## src/rtl/eth_rx_noc_out_arb_if.sv

```systemverilog
// Flit channel bundle between the per-stream noc_out blocks, the arbiter
// and the noc0 vrtoc port. The arbiter sits on the slave side.
`ifndef NOC_DATA_WIDTH
`define NOC_DATA_WIDTH 64
`endif

interface eth_rx_noc_out_arb_if #(
   parameter int NUM_SRCS = 2,
   parameter int DATA_W   = `NOC_DATA_WIDTH
);
   logic [NUM_SRCS-1:0]        src_noc0_vrtoc_val;
   logic [NUM_SRCS*DATA_W-1:0] src_noc0_vrtoc_data;
   logic [NUM_SRCS-1:0]        noc0_vrtoc_src_rdy;
   logic                       eth_rx_out_noc0_vrtoc_val;
   logic [DATA_W-1:0]          eth_rx_out_noc0_vrtoc_data;
   logic                       noc0_vrtoc_eth_rx_out_rdy;

   modport master (
      output src_noc0_vrtoc_val,
      output src_noc0_vrtoc_data,
      output noc0_vrtoc_eth_rx_out_rdy,
      input  noc0_vrtoc_src_rdy,
      input  eth_rx_out_noc0_vrtoc_val,
      input  eth_rx_out_noc0_vrtoc_data
   );

   modport slave (
      input  src_noc0_vrtoc_val,
      input  src_noc0_vrtoc_data,
      input  noc0_vrtoc_eth_rx_out_rdy,
      output noc0_vrtoc_src_rdy,
      output eth_rx_out_noc0_vrtoc_val,
      output eth_rx_out_noc0_vrtoc_data
   );
endinterface

```

## src/rtl/eth_rx_noc_out_arb.sv

```systemverilog
// Packet-level round-robin arbiter merging NUM_SRCS flit streams onto the
// single eth_rx noc0 output. A grant is held from header to last body flit;
// the body length comes from the msg_len field of the header flit.
//
//  state | meaning
//  ------+-----------------------------------------------------------------
//  ARB   | no packet open; winner picked combinationally from prio_ptr
//  BODY  | packet open on grant; flits_left body flits still to send
`ifndef NOC_DATA_WIDTH
`define NOC_DATA_WIDTH 64
`endif

module eth_rx_noc_out_arb #(
   parameter int NUM_SRCS    = 2,
   parameter int DATA_W      = `NOC_DATA_WIDTH,
   parameter int MSG_LEN_LSB = 0,
   parameter int MSG_LEN_W   = 8,
   localparam int GIDX_W     = (NUM_SRCS > 1) ? $clog2(NUM_SRCS) : 1
) (
   input  logic                 clk,
   input  logic                 rst,
   eth_rx_noc_out_arb_if.slave  bus,
   output logic [GIDX_W-1:0]    arb_grant_idx,
   output logic                 arb_pkt_done
);

   typedef enum logic {ARB, BODY} state_t;

   state_t                state_q, state_d;
   logic [GIDX_W-1:0]     prio_q, prio_d;
   logic [GIDX_W-1:0]     grant_q, grant_d;
   logic [MSG_LEN_W-1:0]  flits_left_q, flits_left_d;
   logic                  pkt_done_d;

   logic [GIDX_W-1:0]     cand;
   logic [GIDX_W-1:0]     arb_win;
   logic                  arb_found;
   logic [GIDX_W-1:0]     sel;
   logic                  sel_val;
   logic [DATA_W-1:0]     sel_data;
   logic [MSG_LEN_W-1:0]  hdr_len;
   logic                  out_val;
   logic                  xfer;

   function automatic logic [GIDX_W-1:0] wrap_inc(input logic [GIDX_W-1:0] x);
      if (x == GIDX_W'(NUM_SRCS - 1))
         return '0;
      else
         return x + GIDX_W'(1);
   endfunction

   // Round-robin scan: first valid source starting at prio_q.
   always_comb begin
      arb_found = 1'b0;
      arb_win   = '0;
      cand      = '0;
      for (int k = 0; k < NUM_SRCS; k++) begin
         cand = GIDX_W'((int'(prio_q) + k) % NUM_SRCS);
         if (!arb_found && bus.src_noc0_vrtoc_val[cand]) begin
            arb_found = 1'b1;
            arb_win   = cand;
         end
      end
   end

   assign sel      = (state_q == BODY) ? grant_q : arb_win;
   assign sel_val  = bus.src_noc0_vrtoc_val[sel];
   assign sel_data = bus.src_noc0_vrtoc_data[int'(sel)*DATA_W +: DATA_W];
   assign hdr_len  = sel_data[MSG_LEN_LSB +: MSG_LEN_W];

   // With no requester in ARB every val is low, so sel_val is low as well.
   assign out_val = ~rst & sel_val;
   assign xfer    = out_val & bus.noc0_vrtoc_eth_rx_out_rdy;

   assign bus.eth_rx_out_noc0_vrtoc_val  = out_val;
   assign bus.eth_rx_out_noc0_vrtoc_data = sel_data;
   assign arb_grant_idx                  = (state_q == BODY) ? grant_q : arb_win;

   // Ready steering: only the selected source sees the NoC ready.
   always_comb begin
      bus.noc0_vrtoc_src_rdy = '0;
      if (!rst && ((state_q == BODY) || arb_found))
         bus.noc0_vrtoc_src_rdy[sel] = bus.noc0_vrtoc_eth_rx_out_rdy;
   end

   // Next-state: open a packet on a header, count body flits, close on the last one.
   always_comb begin
      state_d      = state_q;
      prio_d       = prio_q;
      grant_d      = grant_q;
      flits_left_d = flits_left_q;
      pkt_done_d   = 1'b0;
      case (state_q)
         ARB: begin
            if (xfer) begin
               if (hdr_len == '0) begin
                  pkt_done_d = 1'b1;
                  prio_d     = wrap_inc(arb_win);
               end else begin
                  grant_d      = arb_win;
                  flits_left_d = hdr_len;
                  state_d      = BODY;
               end
            end
         end
         BODY: begin
            if (xfer) begin
               flits_left_d = flits_left_q - MSG_LEN_W'(1);
               if (flits_left_q == MSG_LEN_W'(1)) begin
                  state_d    = ARB;
                  prio_d     = wrap_inc(grant_q);
                  pkt_done_d = 1'b1;
               end
            end
         end
         default: state_d = ARB;
      endcase
   end

   // State register; reset drops any open packet immediately.
   always_ff @(posedge clk) begin
      if (rst) begin
         state_q      <= ARB;
         prio_q       <= '0;
         grant_q      <= '0;
         flits_left_q <= '0;
         arb_pkt_done <= 1'b0;
      end else begin
         state_q      <= state_d;
         prio_q       <= prio_d;
         grant_q      <= grant_d;
         flits_left_q <= flits_left_d;
         arb_pkt_done <= pkt_done_d;
      end
   end

endmodule

```

## src/flat_wrapper.sv

```systemverilog
// flat-port wrapper written by rule: the top's interface ports become plain ports
module eth_rx_noc_out_arb_flat 
#(
   parameter int NUM_SRCS    = 2,
   parameter int DATA_W      = `NOC_DATA_WIDTH,
   parameter int MSG_LEN_LSB = 0,
   parameter int MSG_LEN_W   = 8,
   localparam int GIDX_W     = (NUM_SRCS > 1) ? $clog2(NUM_SRCS) : 1
)
  (clk, rst, arb_grant_idx, arb_pkt_done, bus_src_noc0_vrtoc_val, bus_src_noc0_vrtoc_data, bus_noc0_vrtoc_eth_rx_out_rdy, bus_noc0_vrtoc_src_rdy, bus_eth_rx_out_noc0_vrtoc_val, bus_eth_rx_out_noc0_vrtoc_data);
  eth_rx_noc_out_arb_if #(.NUM_SRCS(NUM_SRCS), .DATA_W(DATA_W)) bus_i ();
  input  logic clk;
  input  logic rst;
  output logic [GIDX_W-1:0] arb_grant_idx;
  output logic arb_pkt_done;
  input wire logic [$bits(bus_i.src_noc0_vrtoc_val)-1:0] bus_src_noc0_vrtoc_val;
  input wire logic [$bits(bus_i.src_noc0_vrtoc_data)-1:0] bus_src_noc0_vrtoc_data;
  input wire logic [$bits(bus_i.noc0_vrtoc_eth_rx_out_rdy)-1:0] bus_noc0_vrtoc_eth_rx_out_rdy;
  output wire logic [$bits(bus_i.noc0_vrtoc_src_rdy)-1:0] bus_noc0_vrtoc_src_rdy;
  output wire logic [$bits(bus_i.eth_rx_out_noc0_vrtoc_val)-1:0] bus_eth_rx_out_noc0_vrtoc_val;
  output wire logic [$bits(bus_i.eth_rx_out_noc0_vrtoc_data)-1:0] bus_eth_rx_out_noc0_vrtoc_data;
  assign bus_i.src_noc0_vrtoc_val = bus_src_noc0_vrtoc_val;
  assign bus_i.src_noc0_vrtoc_data = bus_src_noc0_vrtoc_data;
  assign bus_i.noc0_vrtoc_eth_rx_out_rdy = bus_noc0_vrtoc_eth_rx_out_rdy;
  assign bus_noc0_vrtoc_src_rdy = bus_i.noc0_vrtoc_src_rdy;
  assign bus_eth_rx_out_noc0_vrtoc_val = bus_i.eth_rx_out_noc0_vrtoc_val;
  assign bus_eth_rx_out_noc0_vrtoc_data = bus_i.eth_rx_out_noc0_vrtoc_data;
  eth_rx_noc_out_arb #(.NUM_SRCS(NUM_SRCS), .DATA_W(DATA_W), .MSG_LEN_LSB(MSG_LEN_LSB), .MSG_LEN_W(MSG_LEN_W)) u_core (.clk(clk), .rst(rst), .bus(bus_i), .arb_grant_idx(arb_grant_idx), .arb_pkt_done(arb_pkt_done));
endmodule
```

## config.mk

```make
export PLATFORM = sky130hd
export DESIGN_NAME = eth_rx_noc_out_arb_flat
export DESIGN_NICKNAME = d
export VERILOG_FILES = /design/src/rtl/eth_rx_noc_out_arb_if.sv /design/src/rtl/eth_rx_noc_out_arb.sv /design/src/flat_wrapper.sv
export SDC_FILE = /design/constraint.sdc
export NUM_CORES = 1
export LEC_CHECK = 0
export CORE_ASPECT_RATIO = 1.1
export CORE_MARGIN = 4
export CORE_UTILIZATION = 29
export CTS_BUF_LIST = sky130_fd_sc_hd__clkbuf_8
export DETAILED_ROUTE_END_ITERATION = 8
export PLACE_DENSITY = 0.95
export SYNTH_ARGS = -nofsm -noshare
export SYNTH_HDL_FRONTEND = slang
export SYNTH_SLANG_ARGS = --single-unit
```

## constraint.sdc

```tcl
create_clock -name clk -period 4.4 [get_ports clk]
set_clock_uncertainty 0.15 [all_clocks]
set_input_delay 0.88 -clock clk [delete_from_list [all_inputs] [get_ports clk]]
set_output_delay 0.88 -clock clk [all_outputs]
set_load 0.005 [all_outputs]
```

; Yosys cells after proc, flatten, opt, wreduce, memory -nomap -nowiden
; Index checks and enable logic that the tools add are counted.
[totals]
in_bits = 133
ram_bits = 0
word_cells = 71
ff_bits = 12
romBits = 0
mem_count = 0
latchBits = 0
[op_classes]
n_shift = 1
n_addsub = 4
mul = 0
reduce_logical = 10
muxes = 35
n_bitwise = 6
order_cmp = 4
n_eq_ne = 6
n_div = 0
[op_table]
columns = op, count
row1 = indexed part select 128 x 8 -> 64 bit, 1
row2 = two-way mux 1 bit, 26
row3 = two-way mux 8 bit, 3
row4 = case mux 8 bit (2 select lines), 1
row5 = "equality test 8 x 1 -> 1 bit, second input constant", 1
row6 = zero test 8 bit, 1
row7 = "subtractor 8 x 1 -> 8 bit, second input constant", 1
row8 = "less-than comparator 1 x 2 -> 1 bit, second input constant", 3
row9 = "!= test 2 bit, second input constant", 3
row10 = case mux 1 bit (2 select lines), 3
row11 = AND reduction 3 bit, 2
row12 = "!= test 2 x 1 -> 1 bit, second input constant", 2
row13 = AND reduction 4 bit, 1
row14 = "adder 1 bit, second input constant", 3
row15 = logical AND 1 bit, 3
row16 = NOT 1 bit, 3
row17 = AND 1 bit, 2
row18 = AND 2 bit, 1
row19 = zero test 1 bit, 2
row20 = two-way mux 2 bit, 1
row21 = demux 1 bit (select 1 bit), 1
row22 = ">= comparator 1 bit, second input constant", 1
row23 = logical OR 1 bit, 1

; Longest topological paths before layout
; Gate-level depths: netlist of the first run.
[depth]
depth_word = 13
ltp_mapped = 7
mapped_depth_nobuf = 7

; Worst setup path before layout of the first run
; Ideal clock, no wire load.
[synth_timing]
path_kind = input-to-output
startpoint = input bus_src_noc0_vrtoc_val[0]
endpoint = output bus_eth_rx_out_noc0_vrtoc_data[10]
path_buffers = 3
arrival_ps = 2038
cell_stages = 6
slack_ps = 1332
t_required_ps = 3370
path_cell_list = nand2b_1 > a31o_2 > buf_2 > buf_2 > buf_2 > mux2_2
[synth_between]
elab_chain_len = 8
[synth_lines]
columns = item, line_no
row1 = from (decl), flat_wrapper.sv:16  ; input wire logic [$bits(bus_i.src_noc0_vrtoc_val)-1:0] bus_src_noc0_vrtoc_val;
row2 = two-way mux 1 bit (not written as such) (2 in a row), eth_rx_noc_out_arb.sv:59  ; if (!arb_found && bus.src_noc0_vrtoc_val[cand]) begin
row3 = two-way mux 1 bit, eth_rx_noc_out_arb.sv:59
row4 = zero test 1 bit, eth_rx_noc_out_arb.sv:59
row5 = logical AND 1 bit, eth_rx_noc_out_arb.sv:59
row6 = two-way mux 1 bit (*), eth_rx_noc_out_arb.sv:59
row7 = two-way mux 1 bit (*), eth_rx_noc_out_arb.sv:66  ; assign sel = (state_q == BODY) ? grant_q : arb_win;
row8 = indexed part select 128 x 8 -> 64 bit (*), eth_rx_noc_out_arb.sv:68  ; assign sel_data = bus.src_noc0_vrtoc_data[int'(sel)*DATA_W +: DATA_W];
row9 = to (decl), flat_wrapper.sv:21  ; output wire logic [$bits(bus_i.eth_rx_out_noc0_vrtoc_data)-1:0] bus_eth_rx_out_noc0_vrtoc_data;
; Mark *: on every way between the ends. The rest lies on a longest branch, timed or not. The select of a mux whose other input is x is not followed.

; Worst setup path after layout of the first run
[layout_timing]
startpoint = input bus_src_noc0_vrtoc_val[0]
endpoint = output bus_eth_rx_out_noc0_vrtoc_data[3]
; Same word-level chain as after synthesis.

==> results_dict.tcl, run 1 <==
set metrics [dict create \
    cts_tree "built" \
    min_period_over_period 0.901 \
    synth_top_cell_area_share 0.456 \
    seqCellArea_um2 240 \
    fmax_ghz 0.252 \
    clkLatencyLatePin_ps 240 \
    tns_ps 0 \
    cts.repair.resized 0 \
    place_area_mm2 0.00369 \
    hpwl_mm 7.41 \
    finalNetCount 504 \
    syn_inst 169 \
    wl_mm 8.60 \
    worst_setup_path_end_kind "output pin" \
    hold_buffers 0 \
    power.switching_mw 0.166 \
    syn_area_mm2 0.00158 \
    die_w_um 78.4 \
    min_period_ps 3960 \
    gp_congestion 0.878 \
    cts-root-buf "clkbuf_8" \
    htreeDepth 1 \
    cts_buffers 3 \
    post-cts-setup-buffers 0 \
    fp.dieH_um 85.5 \
    path_clk_slew_ps 50 \
    final_cell_mix "201 x clkdlybuf4s50_1, 64 x mux2_2, 12 x dfxtp_1, 8 x nand2_1, 7 x a21oi_1" \
    core_area_mm2 0.00513 \
    synthArstFlopShare 0 \
    clockPowerShare 0.169 \
    synthDistinctLibCells 43 \
    route.detailed.drc 0 \
    netSwitchingFraction 0.276 \
    ios 202 \
    hp-start "u_core.prio_q$_SDFFE_PP0P_" \
    critPathMaxStageDelay_ps 460 \
    power_density_mw_per_mm2 161 \
    io_buffers 201 \
    hold_class "reg2reg" \
    final_hold_viol_count 0 \
    cts_sinks 12 \
    start_util 0.308 \
    rsz0062_at_grt "false" \
    ys_seq_area_frac 0.152 \
    crit_type "in2out" \
    grt_max_degree 26 \
    dpl.cell_count 436 \
    grt_pass1_wl_mm 12.5 \
    setup_viol 0 \
    worstPathArrival_ps 2930 \
    synth-seq-cells 12 \
    cts_buffer_depth 2 \
    p_leak_nw 1.35 \
    start_kind "input port" \
    critical_path.most_common_cell "clkdlybuf4s50_1" \
    drive_above_1_share 0.218 \
    antenna_cells 0 \
    synth_flop_cell "dfxtp_1" \
    antenna_found_initial 0 \
    area_delta_synth_final_pct 136 \
    first_iter_violations 109 \
    design_area_mm2 0.00373 \
    setup_ws_ps 436 \
    dr.pass1.iters 6 \
    timing.hold.ws_ps 314 \
    preCtsSetupSlack_ps 423 \
    vias_per_cell 5.21 \
    n_fill_cell 381 \
    synth_edf_count 0 \
    drv_cap 0 \
    tightest_slew_ps 878 \
    seqPwrFrac 0.207 \
    finalMaxSlewViolations 0 \
    cp-startpoint "bus_src_noc0_vrtoc_val[0]" \
    grt_pass1_vias 2325 \
    overflow 0 \
    rows 27 \
    required_ps 3370 \
    path_max_fanout 25 \
    comb_power_share 0.624 \
    rr_startpoint "u_core.state_q$_SDFF_PP0_" \
    wl_per_cell_um 19.6 \
    ant_nets 0 \
    synth.avg_cell_area_um2 9.36 \
    crit_chain "clkdlybuf4s50_1 > nand2b_1 > a31o_4 > buf_12 > mux2_2 > clkdlybuf4s50_1" \
    slowest_stage "clkdlybuf4s50_1" \
    via_count 2287 \
    grt_use_total 0.238 \
    instances_no_fill 439 \
    final_common_cell "clkdlybuf4s50_1" \
    dieArea_mm2 0.00670 \
    peakVddDrop_mv 0.150 \
    synth_area_leader_cell "mux2_2" \
    synth_area_leaders "mux2_2 46%, dfxtp_1 15%, buf_2 2.8%" \
    ys_warn_count 0 \
    outcome "finished, final reports clean" \
    relSlewSlack 0.410 \
    multi_input_area_mm2 0.00128 \
    internal-power_mw 0.433 \
    synthesis.nets 304 \
]
==> stage by stage <==
stage                     total power, mW  utilization
after floorplan                     0.248            -
after global placement              0.487        0.718
after detailed placement            0.496        0.718
after CTS                           0.598        0.726
after global routing                0.628        0.726
final                               0.599        0.726
==> final timing paths <==
check | end | slack [ps] | cells after the start
min reg2reg | u_core.prio_q$_SDFFE_PP0P_ | 310 | 2
max | bus_eth_rx_out_noc0_vrtoc_data[3] | 440 | 6
max reg2reg | u_core.flits_left_q[7]$_SDFFE_PP0P_ | 1590 | 6
min | u_core.prio_q$_SDFFE_PP0P_ | 310 | 2
==> sequential cells by signal, indices dropped and copies added (netlist names) <==
signal	cells
u_core.flits_left_q	8
u_core.grant_q	1
u_core.arb_pkt_done	1
u_core.prio_q	1
u_core.state_q	1
==> cells by family after synthesis <==
| family | share of synthesized area |
|---|---|
| AND/OR/NAND/NOR | 0.138 |
| adder cells (fa/ha/maj) | 0.0158 |
| AO/OA/AOI/OAI | 0.165 |
| multiplexers | 0.485 |
| buffers and inverters | 0.0451 |
| flip-flops | 0.152 |
==> synthesized netlist by cell type, drive strengths merged (2+ instances only) <==
library cell / number
nand2: 9
o21ai: 4
inv: 6
a21oi: 7
buf: 10
o31ai: 3
and2: 3
dfxtp: 12
nor4: 5
ha: 2
mux2i: 3
nor3: 5
a211oi: 5
mux2: 64
a211o: 2
nand2b: 4
nor2: 3
or3: 3
==> routing by layer <==
metal,track usage,part of all wire,vias up,wire length [um]
met5,0,0,-,0
met1,0.235,0.33,1055,2830
met3,0.103,0.13,20,1110
met4,0.0334,0.013,0,112
li1,-,-,1048,-
met2,0.464,0.53,164,4540
==> power groups by stage <==
stage          Sequential [mW]  Combinational, mW  Clock [mW]
4_1_cts                  0.123              0.374       0.101
5_1_grt                  0.124              0.397       0.107
6_report                 0.124              0.374       0.101
3_3_place_gp             0.125              0.362           0
2_1_floorplan            0.122              0.126           0
3_5_place_dp             0.125              0.371           0
==> worst max-delay path, delay by kind of cell <==
family | cells | cell delay (ps)
buf+inv | 3 | 1130
compound gates | 1 | 390
simple gates | 1 | 130
mux | 1 | 390
==> layout make-up <==
cell class,instances,area share
Sequential cell,12,0.0645
Multi-Input combinational cell,141,0.343
Clock buffer,3,0.0111
Timing Repair Buffer,205,0.551
Tap cell,72,0.0242
Inverter,6,0.00604
(Power assumes the default switching activity.)
==> inputs of run 2 (changes only) <==
--- a/config.mk
+++ b/config.mk
@@ -5,6 +5,7 @@
 export SDC_FILE = /design/constraint.sdc
 export NUM_CORES = 1
 export LEC_CHECK = 0
+export CAP_MARGIN = 25
 export CORE_ASPECT_RATIO = 1.1
 export CORE_MARGIN = 4
 export CORE_UTILIZATION = 29
==> results of run 2 <==
The final DEF is identical to that of run 1; final timing and power are the same.
==> inputs of run 3 (changes only) <==
--- a/config.mk
+++ b/config.mk
@@ -6,8 +6,7 @@
 export NUM_CORES = 1
 export LEC_CHECK = 0
 export CAP_MARGIN = 25
-export CORE_ASPECT_RATIO = 1.1
-export CORE_MARGIN = 4
+export CORE_MARGIN = 2
 export CORE_UTILIZATION = 29
 export CTS_BUF_LIST = sky130_fd_sc_hd__clkbuf_8
 export DETAILED_ROUTE_END_ITERATION = 8
==> run 3 against run 2 <==
Against the previous run: power shrank 1.9%; global-route usage increased by 2.0 points; combinational power shrank 2%; register-to-register slack better by 30 ps; sequential power is essentially flat; core utilization shrank 0.87 points; flip-flop and latch count did not move; sequential share of layout area hardly changed; first-iteration DRC count is 37% lower; highest routed layer unchanged; setup slack improved by 45 ps.
==> results_dict.tcl, run 3 (synthesized netlist as in run 1, its figures left out) <==
set metrics [dict create \
    htreeDepth 1 \
    final_common_cell "clkdlybuf4s50_1" \
    rows 26 \
    peakVddDrop_mv 0.248 \
    multi_input_area_mm2 0.00128 \
    path_clk_slew_ps 50 \
    grt_max_degree 70 \
    via_count 2191 \
    largest_reg_flops 8 \
    n_fill_cell 382 \
    drive_above_1_share 0.214 \
    tightest_slew_ps 900 \
    ios 202 \
    vias_per_cell 5.04 \
    wl_per_cell_um 18.9 \
    crit_type "in2out" \
    power_density_mw_per_mm2 158 \
    cts-root-buf "clkbuf_8" \
    design_area_mm2 0.00371 \
    min_to "u_core.prio_q$_SDFFE_PP0P_" \
    wl_mm 8.22 \
    finalMaxSlewViolations 0 \
    ant_nets 0 \
    antenna_cells 0 \
    regMostFlops "u_core.flits_left_q" \
    min_period_ps 3920 \
    io_buffers 201 \
    required_ps 3370 \
    dieArea_mm2 0.00606 \
    worst_setup_path_end_kind "output pin" \
    cts_buffers 3 \
    overflow 0 \
    hold_class "reg2reg" \
    cts_tree "built" \
    outcome "finished, final reports clean" \
    min_period_over_period 0.891 \
    r2r-end "u_core.flits_left_q[7]$_SDFFE_PP0P_" \
    route.detailed.drc 0 \
    die_w_um 77.8 \
    antenna_found_initial 0 \
    p_leak_nw 1.34 \
    cts.repair.resized 0 \
    place_area_mm2 0.00367 \
    final_hold_viol_count 0 \
    hp-start "u_core.prio_q$_SDFFE_PP0P_" \
    area_delta_synth_final_pct 135 \
    core_area_mm2 0.00517 \
    holdPathStages 2 \
    relSlewSlack 0.395 \
    fmax_ghz 0.255 \
    worstRegToRegCells 6 \
    hold_buffers 0 \
    rrSetupSlack_ps 1620 \
    start_kind "input port" \
    worstPathArrival_ps 2890 \
    clkLatencyLatePin_ps 240 \
    post-cts-setup-buffers 0 \
    rr_startpoint "u_core.state_q$_SDFF_PP0_" \
    finalNetCount 502 \
    hpwl_mm 6.86 \
    gp_congestion 0.930 \
    grt_use_total 0.257 \
    first_iter_violations 69 \
    fp.dieH_um 77.8 \
    cts_sinks 12 \
    start_util 0.306 \
    seqCellArea_um2 240 \
    cts_buffer_depth 2 \
    final_cell_mix "201 x clkdlybuf4s50_1, 64 x mux2_2, 12 x dfxtp_1, 8 x nand2_1, 7 x a21oi_1" \
    grt_pass1_vias 2309 \
    drv_cap 0 \
    timing.hold.ws_ps 314 \
    setup_viol 0 \
    tns_ps 0 \
    rsz0062_at_grt "false" \
    path_max_fanout 69 \
    grt_pass1_wl_mm 12.5 \
    dr.pass1.iters 5 \
]
==> run 3: cell types whose count changed in the layout (fill, tap and decap cells not counted) <==
cell,change
buf_4,-2
==> run 3: through the flow <==
stage                     instances  setup slack, ps  total power [mW]  utilization
after global placement          432              571             0.482        0.709
after detailed placement        432              514             0.490        0.709
after global routing            435              413             0.620        0.717
after CTS                       435              510             0.589        0.717
final                           435              481             0.587        0.717
after floorplan                 169             1330             0.248            -
==> run 3: final cells by class <==
cell class	count	area share
timing repair buffer	203	0.550
multi-input combinational	141	0.345
clock buffer	3	0.0111
tap	70	0.0236
sequential	12	0.0648
inverter	6	0.00607
==> run 3: layer usage <==
metal  global-route usage  vias up  wire (um)
met4               0.0464        0        105
met3               0.0419       12        511
met1                0.275     1035       2960
met5                    0        -          0
li1                     -     1039          -
met2                0.521      105       4650
==> run 3: how the worst max path moves through the flow <==
stage,from,end,depth (start not counted)
after floorplan,bus_src_noc0_vrtoc_val[0],bus_eth_rx_out_noc0_vrtoc_data[10],6
after global placement,bus_src_noc0_vrtoc_val[0],bus_eth_rx_out_noc0_vrtoc_data[7],6
after detailed placement,bus_src_noc0_vrtoc_val[0],bus_eth_rx_out_noc0_vrtoc_data[7],6
after CTS,bus_src_noc0_vrtoc_val[0],bus_eth_rx_out_noc0_vrtoc_data[7],6
after global routing,bus_src_noc0_vrtoc_val[0],bus_eth_rx_out_noc0_vrtoc_data[7],6
final,bus_src_noc0_vrtoc_val[0],bus_eth_rx_out_noc0_vrtoc_data[7],6
==> run 3: critical path, stage by stage <==
cell,delay [ps]
clkdlybuf4s50_1,460
nand2b_1,140
a31o_4,170
buf_12,290
mux2_2,410
clkdlybuf4s50_1,470
==> run 3: where the power goes <==
part,leakage (nW),internal [mW],total [mW],switching (mW)
Clock,0.0216,0.0600,0.0967,0.0367
Combinational,1.22,0.256,0.367,0.111
Sequential,0.0979,0.116,0.124,0.00811
